==> src/rtl/rr_burst_arbiter_pkg.sv <==
// Shared types, default sizes and helpers for the round-robin burst arbiter.
package rr_burst_arbiter_pkg;

  localparam int unsigned NUM_REQS_DEF    = 4;
  localparam int unsigned MAX_BURST_DEF   = 8;
  localparam int unsigned IDX_WIDTH_DEF   = $clog2(NUM_REQS_DEF);
  localparam int unsigned BURST_WIDTH_DEF = $clog2(MAX_BURST_DEF + 1);

  typedef enum logic [0:0] {
    IDLE  = 1'b0,
    BURST = 1'b1
  } arb_state_t;

  // Binary index of the set bit of a one-hot vector (0 when none set); up to 32 requesters.
  function automatic int unsigned onehot_to_idx(input logic [31:0] oh);
    int unsigned r;
    r = 0;
    for (int unsigned i = 0; i < 32; i++) begin
      if (oh[i]) r = i;
    end
    return r;
  endfunction

endpackage

==> src/rtl/rr_burst_arbiter_pick.sv <==
// Rotating find-first: picks the first set request after base, wrapping, with base itself last.
module rr_burst_arbiter_pick #(
  parameter int unsigned N  = 4,
  parameter int unsigned IW = $clog2(N)
) (
  input  logic [N-1:0]  reqs,
  input  logic [IW-1:0] base,
  output logic [N-1:0]  pick,
  output logic          found
);

  logic [IW-1:0] idx;

  // Scan offsets 1..N from base so the previous owner gets lowest priority.
  always_comb begin
    pick  = '0;
    found = 1'b0;
    idx   = '0;
    for (int unsigned off = 1; off <= N; off++) begin
      idx = IW'((32'(base) + off) % N);
      if (!found && reqs[idx]) begin
        pick[idx] = 1'b1;
        found     = 1'b1;
      end
    end
  end

endmodule

==> src/rtl/rr_burst_arbiter.sv <==
// Round-robin arbiter that holds a winner for up to burst_len beats before rotating.
module rr_burst_arbiter
  import rr_burst_arbiter_pkg::*;
#(
  parameter int unsigned NUM_REQS    = NUM_REQS_DEF,
  parameter int unsigned MAX_BURST   = MAX_BURST_DEF,
  parameter int unsigned BURST_WIDTH = $clog2(MAX_BURST + 1),
  parameter int unsigned IDX_WIDTH   = $clog2(NUM_REQS)
) (
  input  logic                   clk,
  input  logic                   rst,
  input  logic [NUM_REQS-1:0]    reqs,
  input  logic [BURST_WIDTH-1:0] burst_len,
  output logic [NUM_REQS-1:0]    gnt,
  output logic [IDX_WIDTH-1:0]   gnt_idx,
  output logic                   gnt_vld,
  output logic                   burst_last,
  output logic                   busy
);

  arb_state_t             state_q, state_d;
  logic [IDX_WIDTH-1:0]   owner_q, owner_d;
  logic [BURST_WIDTH-1:0] remain_q, remain_d;

  logic [NUM_REQS-1:0]    pick;
  logic                   found;
  logic [BURST_WIDTH-1:0] eff_len;
  logic                   cont;

  rr_burst_arbiter_pick #(
    .N  (NUM_REQS),
    .IW (IDX_WIDTH)
  ) u_pick (
    .reqs  (reqs),
    .base  (owner_q),
    .pick  (pick),
    .found (found)
  );

  // Zero-length bursts behave as single beats; oversize bursts clamp to MAX_BURST.
  always_comb begin
    eff_len = burst_len;
    if (burst_len == '0) begin
      eff_len = BURST_WIDTH'(1);
    end else if (burst_len > BURST_WIDTH'(MAX_BURST)) begin
      eff_len = BURST_WIDTH'(MAX_BURST);
    end
  end

  // Grant selection and next-state: continue the owner's burst, else re-arbitrate from owner+1.
  always_comb begin
    state_d    = state_q;
    owner_d    = owner_q;
    remain_d   = remain_q;
    gnt        = '0;
    burst_last = 1'b0;
    cont       = (state_q == BURST) && reqs[owner_q];

    if (!rst) begin
      if (cont) begin
        gnt[owner_q] = 1'b1;
        remain_d     = remain_q - BURST_WIDTH'(1);
        if (remain_q == BURST_WIDTH'(1)) begin
          burst_last = 1'b1;
          state_d    = IDLE;
        end
      end else if (found) begin
        gnt     = pick;
        owner_d = IDX_WIDTH'(onehot_to_idx(32'(pick)));
        if (eff_len == BURST_WIDTH'(1)) begin
          burst_last = 1'b1;
          state_d    = IDLE;
          remain_d   = '0;
        end else begin
          state_d  = BURST;
          remain_d = eff_len - BURST_WIDTH'(1);
        end
      end else begin
        state_d  = IDLE;
        remain_d = '0;
      end
    end
  end

  // Derived grant outputs; busy reflects the registered burst state, masked while in reset.
  always_comb begin
    gnt_idx = IDX_WIDTH'(onehot_to_idx(32'(gnt)));
    gnt_vld = |gnt;
    busy    = (state_q == BURST) && !rst;
  end

  // State registers; reset leaves the last index as owner so index 0 wins first.
  always_ff @(posedge clk) begin
    if (rst) begin
      state_q  <= IDLE;
      owner_q  <= IDX_WIDTH'(NUM_REQS - 1);
      remain_q <= '0;
    end else begin
      state_q  <= state_d;
      owner_q  <= owner_d;
      remain_q <= remain_d;
    end
  end

`ifdef FORMAL
  // Grant safety properties: one-hot-or-zero, only to requesters, never idle with requests.
  always_comb begin
    if (!rst) begin
      assert ((gnt & (gnt - NUM_REQS'(1))) == '0);
      assert ((gnt & ~reqs) == '0);
      assert ((reqs == '0) || (gnt != '0));
    end
  end
`endif

endmodule
==> config.mk <==
export PLATFORM = sky130hd
export DESIGN_NAME = rr_burst_arbiter
export DESIGN_NICKNAME = d
export VERILOG_FILES = /design/src/rtl/rr_burst_arbiter_pkg.sv /design/src/rtl/rr_burst_arbiter_pick.sv /design/src/rtl/rr_burst_arbiter.sv
export SDC_FILE = /design/constraint.sdc
export NUM_CORES = 1
export LEC_CHECK = 0
export ABC_CLOCK_PERIOD_IN_PS = 4100
export CORE_MARGIN = 4
export CORE_UTILIZATION = 35
export CTS_CLUSTER_DIAMETER = 100
export DETAILED_ROUTE_END_ITERATION = 10
export PLACE_DENSITY = 0.53
export SLEW_MARGIN = 20
export SYNTH_ARGS = -nofsm -noshare
export SYNTH_HDL_FRONTEND = slang
export SYNTH_SLANG_ARGS = --single-unit
==> constraint.sdc <==
create_clock -name clk -period 4.1 [get_ports clk]
set_input_delay 0.82 -clock clk [delete_from_list [all_inputs] [get_ports clk]]
set_output_delay 0.82 -clock clk [all_outputs]
set_load 0.01 [all_outputs]
; ---- Word-level counts from Yosys, hierarchy flattened
; Cells that the tools add are included.
[word_totals]
out_inout_bits = 9
input_bits = 10
reg_bits = 7
[op_classes]
n_bitwise = 4
magnitude_cmp = 11
muxes = 51
n_eq_ne = 3
addsub = 6
n_reduce_logical = 17
[op_table]
columns = operator, count
row1 = $mux W4, 12
row2 = $mux W1, 25
row3 = $lt A2 B3 Y1 const B, 5
row4 = $or A4 B4 Y4, 3
row5 = $bmux W1 S2, 5
row6 = $demux W1 S2, 5
row7 = $ge A2 B1 Y1 const B, 5
row8 = $logic_and A1 B1 Y1, 10
row9 = $eq A4 B1 Y1 const B, 2
row10 = $mux W2, 4
row11 = $sub A4 B1 Y4 const B, 2
row12 = $add A2 B1 Y2 const B, 2
row13 = $add A2 B2 Y2 const B, 2
row14 = $gt A4 B4 Y1 const B, 1
row15 = $logic_not A1 Y1, 4
row16 = $logic_not A4 Y1, 1
row17 = $reduce_or A4 Y1, 1
row18 = $ne A2 B1 Y1 const B, 1
row19 = $reduce_and A2 Y1, 1
row20 = $not A1 Y1, 1

; ---- Depth between registers and ports, before layout
[depth]
ltp_word = 19
mapped_depth = 9

; ---- Cells and area by module
; Synthesis repeated with hierarchy kept, for this count alone.
[hier_totals]
cells_unflattened = 130
area_unflattened_um2 = 1091.0
[by_module_without_submodules]
columns = mod, n_inst, cells_per_inst, area_per_inst_um2
row1 = rr_burst_arbiter, 1, 82, 675.6
row2 = rr_burst_arbiter_pick, 1, 48, 415.4

; ---- Worst setup path after synthesis
; OpenSTA, ideal clock, no wires.
[synth_path]
kind = input-to-output
startpoint = in reqs[3]
endpoint = out gnt_vld
t_arrival_ns = 2.721
path_slack_ns = 0.559
path_stages = 7
path_buffers = 1
path_cell_list = mux4_2 and2_0 a31o_1 buf_6 nor2b_4 a22o_1 or4_1
[synth_via]
elab_chain_len = 16
[synth_rtl]
columns = item, line
row1 = "start, declared", rr_burst_arbiter.sv:12  ; input logic [NUM_REQS-1:0] reqs,
row2 = $bmux W1 S2, rr_burst_arbiter_pick.sv:21  ; if (!found && reqs[idx]) begin
row3 = $mux W1 (implied by the code), rr_burst_arbiter_pick.sv:21
row4 = $mux W1, rr_burst_arbiter_pick.sv:21
row5 = $logic_not A1 Y1, rr_burst_arbiter_pick.sv:21
row6 = $logic_and A1 B1 Y1, rr_burst_arbiter_pick.sv:21
row7 = $mux W1, rr_burst_arbiter_pick.sv:21
row8 = $logic_not A1 Y1, rr_burst_arbiter_pick.sv:21
row9 = $logic_and A1 B1 Y1, rr_burst_arbiter_pick.sv:21
row10 = $mux W1, rr_burst_arbiter_pick.sv:21
row11 = $logic_not A1 Y1, rr_burst_arbiter_pick.sv:21
row12 = $logic_and A1 B1 Y1, rr_burst_arbiter_pick.sv:21
row13 = $mux W4 / $mux W1 (equally long branches), rr_burst_arbiter_pick.sv:21
row14 = $mux W4, rr_burst_arbiter.sv:67  ; end else if (found) begin
row15 = $mux W4 (*), rr_burst_arbiter.sv:60  ; if (cont) begin
row16 = $mux W4 (*), rr_burst_arbiter.sv:59  ; if (!rst) begin
row17 = named net gnt[1], rr_burst_arbiter.sv:14  ; output logic [NUM_REQS-1:0] gnt,
row18 = $reduce_or A4 Y1 (*), rr_burst_arbiter.sv:88  ; gnt_vld = |gnt;
row19 = "end, declared", rr_burst_arbiter.sv:16  ; output logic gnt_vld,
; The timed path passes the listed nets; every way through them passes the cells marked *. The select of a mux whose other input is x is not followed.

; ---- Worst setup path in the final report
[layout_path]
startpoint = in reqs[0]
endpoint = out gnt_vld
[layout_via]
elab_chain_len = 16
[layout_rtl]
columns = item, line
row1 = $bmux W1 S2, rr_burst_arbiter_pick.sv:21
row2 = $mux W1 (implied by the code), rr_burst_arbiter_pick.sv:21
row3 = $mux W1, rr_burst_arbiter_pick.sv:21
row4 = $logic_not A1 Y1, rr_burst_arbiter_pick.sv:21
row5 = $logic_and A1 B1 Y1, rr_burst_arbiter_pick.sv:21
row6 = $mux W1, rr_burst_arbiter_pick.sv:21
row7 = $logic_not A1 Y1, rr_burst_arbiter_pick.sv:21
row8 = $logic_and A1 B1 Y1, rr_burst_arbiter_pick.sv:21
row9 = $mux W1, rr_burst_arbiter_pick.sv:21
row10 = $logic_not A1 Y1, rr_burst_arbiter_pick.sv:21
row11 = $logic_and A1 B1 Y1, rr_burst_arbiter_pick.sv:21
row12 = $mux W4 / $mux W1 (equally long branches), rr_burst_arbiter_pick.sv:21
row13 = $mux W4, rr_burst_arbiter.sv:67
row14 = $mux W4 (*), rr_burst_arbiter.sv:60
row15 = $mux W4 (*), rr_burst_arbiter.sv:59
row16 = $reduce_or A4 Y1 (*), rr_burst_arbiter.sv:88
; Mark *: on every way between the ends. The rest lies on a longest branch, timed or not. The select of a mux whose other input is x is not followed.

==> qor.txt <==
Clk sink count - 7
Worst Hold Endpoint - remain_q[3]
Antenna violations before repair - 0
Main combinational cell family by area after synthesis - simple AND/OR/NAND/NOR gates
CTS buffer count - 3
CP max FO - 7
Number of flops mapped to enable cells by yosys - 0
Final hold violation count - 0
Reg2reg setup slack - 1.75 ns
P per Cell Area - 664.1 mW/mm2
Least-Margin Pin Slew - 0.3773 ns
# DRC - 0
Largest net degree at the start of global routing - 15
Min setup slack post-route - 0.1368 ns
Max H-tree Level - 1
Core area - 0.002758 mm2
P_leak - 0.6328 nW
Worst-Skew Late Latency - 0.25 ns
Hold WS - 0.5536 ns
Post-synth top cells - 17 x nor2_1, 12 x ha_1, 11 x inv_1
Design Area, Final - 0.001378 mm2
Syn-to-layout area delta - 36.43%
Yosys warns - 0
Post-Synth Adder-Cell Area - 14.87%
Worst-path clk slew - 0.05 ns
Syn_area_per_cell - 7.951 um2
Minimum clock period - 3.963 ns
Arr. time, crit path - 3.14 ns
Max incr delay on CP - 0.49 ns
Post-place setup slack - -0.3052 ns
Multiplexer share of the synthesized area - 10.78%
Post-synthesis cell type count - 41
Die ar. - 0.003808 mm2
Nets - 190
Top post-synthesis cells by area - ha_1 15%, dfxtp_1 14%, nor2_1 6.3%, buf_6 4.5%, mux4_2 4.5%
Post-Synth XOR/XNOR Area - 1.735%
Routed length per instance - 13.47 um
Max Slew Vio Count - 0
Total Wirelength - 2.668 mm
ANT nets after route - 0
Post-cts sizing count - 9
Worst min path class - flip-flop to flip-flop
Slowest CP cell - mux4_2
FFs w/ async S/R, synth - 0%
Worst Min Path Start - state_q
Simple-Gate Fraction of Synth Area - 25.28%
Placer Congestion - 0.8246
First-pass GRT wire length - 4.450 mm
Critical-path cell list - dlygate4sd2_1 -> mux4_2 -> and2_0 -> a31o_1 -> nor2b_4 -> a32o_2 -> or4_1 -> dlygate4sd2_1
CTS tree - done
Synth Register Bits - 7
Via count - 1,044
CTS Buffer Depth - 2
CP Class - input pin to primary output
Synth top area share - 14.87%
Die outline width - 61.71 um
Max frequency - 252.3 MHz
CTS root buf - clkbuf_4
Setup TNS - 0 ns
Site Rows - 19
Req. time, crit path - 3.28 ns
Clock Skews - 0.0008404 ns
Hold path depth - 2
Ratio of cells with drive above 1 in the final layout - 24.55%
Io pins - 19
Vias/cell - 5.273
Final setup viols - 0
Post-DP Area - 0.001349 mm2
Seq/Total Area, Yosys - 13.88%
Most common cell in the netlist - nor2_1
GRT overflow - 0
Post-synth top area cell - ha_1
FF-to-FF End - owner_q[1]
Max-Cap Viols - 0
Final period util - 96.66%
Worst flop-to-flop path startpoint - owner_q[1]
Mapped Nets - 149
Layout Cells excl Fill - 198
Starting Density - 36.62%
Crit start category - input pin
Initial drt markers - 70
Total GRT Usage - 15.34%
Port bufs - 18
Die extent in y - 61.71 um
Worst Reg2Reg Path Length in Cells - 11
Placed Instances - 194
RSZ-0062 raised after global routing - false
Synth Area in Compound Gates - 24.91%
Mapped cell area - 0.001010 mm2
Status - finished, final reports clean
Synth Flop Type - dfxtp_1
Hold_buf cts - 0
CP dominant cell by count - dlygate4sd2_1
Vias in the first global route - 1,021
DR pass1 iterations - 4
Crit end category - primary output
Antenna diode count - 0
Slew HR - 74.58%
HPWL reported at the end of detailed placement - 2.104 mm
Peak supply drop - 0.4215 mV
Synthesized instance count - 127
Postcts setup bufs - 0
## power by group
group / switching (mW) / internal, mW / total (mW)
logic: 0.356 / 0.390 / 0.746
registers: 0.0151 / 0.0907 / 0.106
clock network: 0.0261 / 0.0372 / 0.0633
## area by class of cell
class	instances	area, um2
tap	31	38.79
sequential	7	140.1
fill	287	1380
multi-input combinational	105	794.5
clock buffer	4	26.28
timing repair buffer	40	336.6
inverter	11	41.29
## cell families (layout without fill, tap and decap cells)
kind of cell	Yosys count	after routing
AO/OA/AOI/OAI	35	35
flip-flops	7	7
adder cells (fa/ha/maj)	12	12
AND/OR/NAND/NOR	48	48
multiplexers	8	8
XOR/XNOR	2	2
buffers and inverters	15	55
## registers in the layout, indices dropped and copies added, names as in the netlist
register,count
remain_q,4
owner_q,2
state_q,1
## layer usage
metal | GRT usage [%] | share of wire [%] | up-vias | wire length, um
li1 | - | - | 540 | -
met1 | 18.60 | 45 | 488 | 1188
met2 | 29.00 | 53 | 14 | 1423
met3 | 0.6198 | 1.9 | 2 | 51
met4 | 4.545 | 0.22 | 0 | 6
met5 | 0 | 0 | - | 0
## stage by stage
stage / utilization [%] / power (mW)
after detailed placement: 48.91 / 0.8701
after global routing: 49.95 / 1.000
after floorplan: - / 0.5629
final: 49.95 / 0.9149
after CTS: 49.95 / 0.9217
after global placement: 48.91 / 0.8616
## worst max-delay path by stage
stage | slack (ns) | cells after the start | start | end
final | 0.14 | 8 | reqs[0] | gnt_vld
after global routing | 0.06 | 8 | reqs[0] | gnt_vld
after CTS | 0.13 | 8 | reqs[0] | gnt_vld
after detailed placement | -0.31 | 8 | reqs[0] | gnt_vld
after global placement | -0.27 | 8 | reqs[0] | gnt_vld
after floorplan | 0.56 | 7 | reqs[3] | gnt_vld
## cells in the final DEF (no fill, tap or decap), drive strengths merged, types with 4 or more instances in the layout
master	Yosys	layout
buf	4	22
o211ai	4	4
ha	12	12
dlygate4sd2	0	7
o21ai	5	5
nor2	17	17
nand2	5	5
inv	11	11
clkbuf	0	4
clkdlybuf4s50	0	11
dfxtp	7	7
a21oi	7	7
nand3	5	5
## critical path, delay by kind of cell
family / cells / cell delay, ns
multiplexers: 1 / 0.49
AND/OR/NAND/NOR: 3 / 0.79
AO/OA/AOI/OAI: 2 / 0.44
buffers and inverters: 2 / 0.59
No activity file was read; power rests on OpenSTA's default activity.
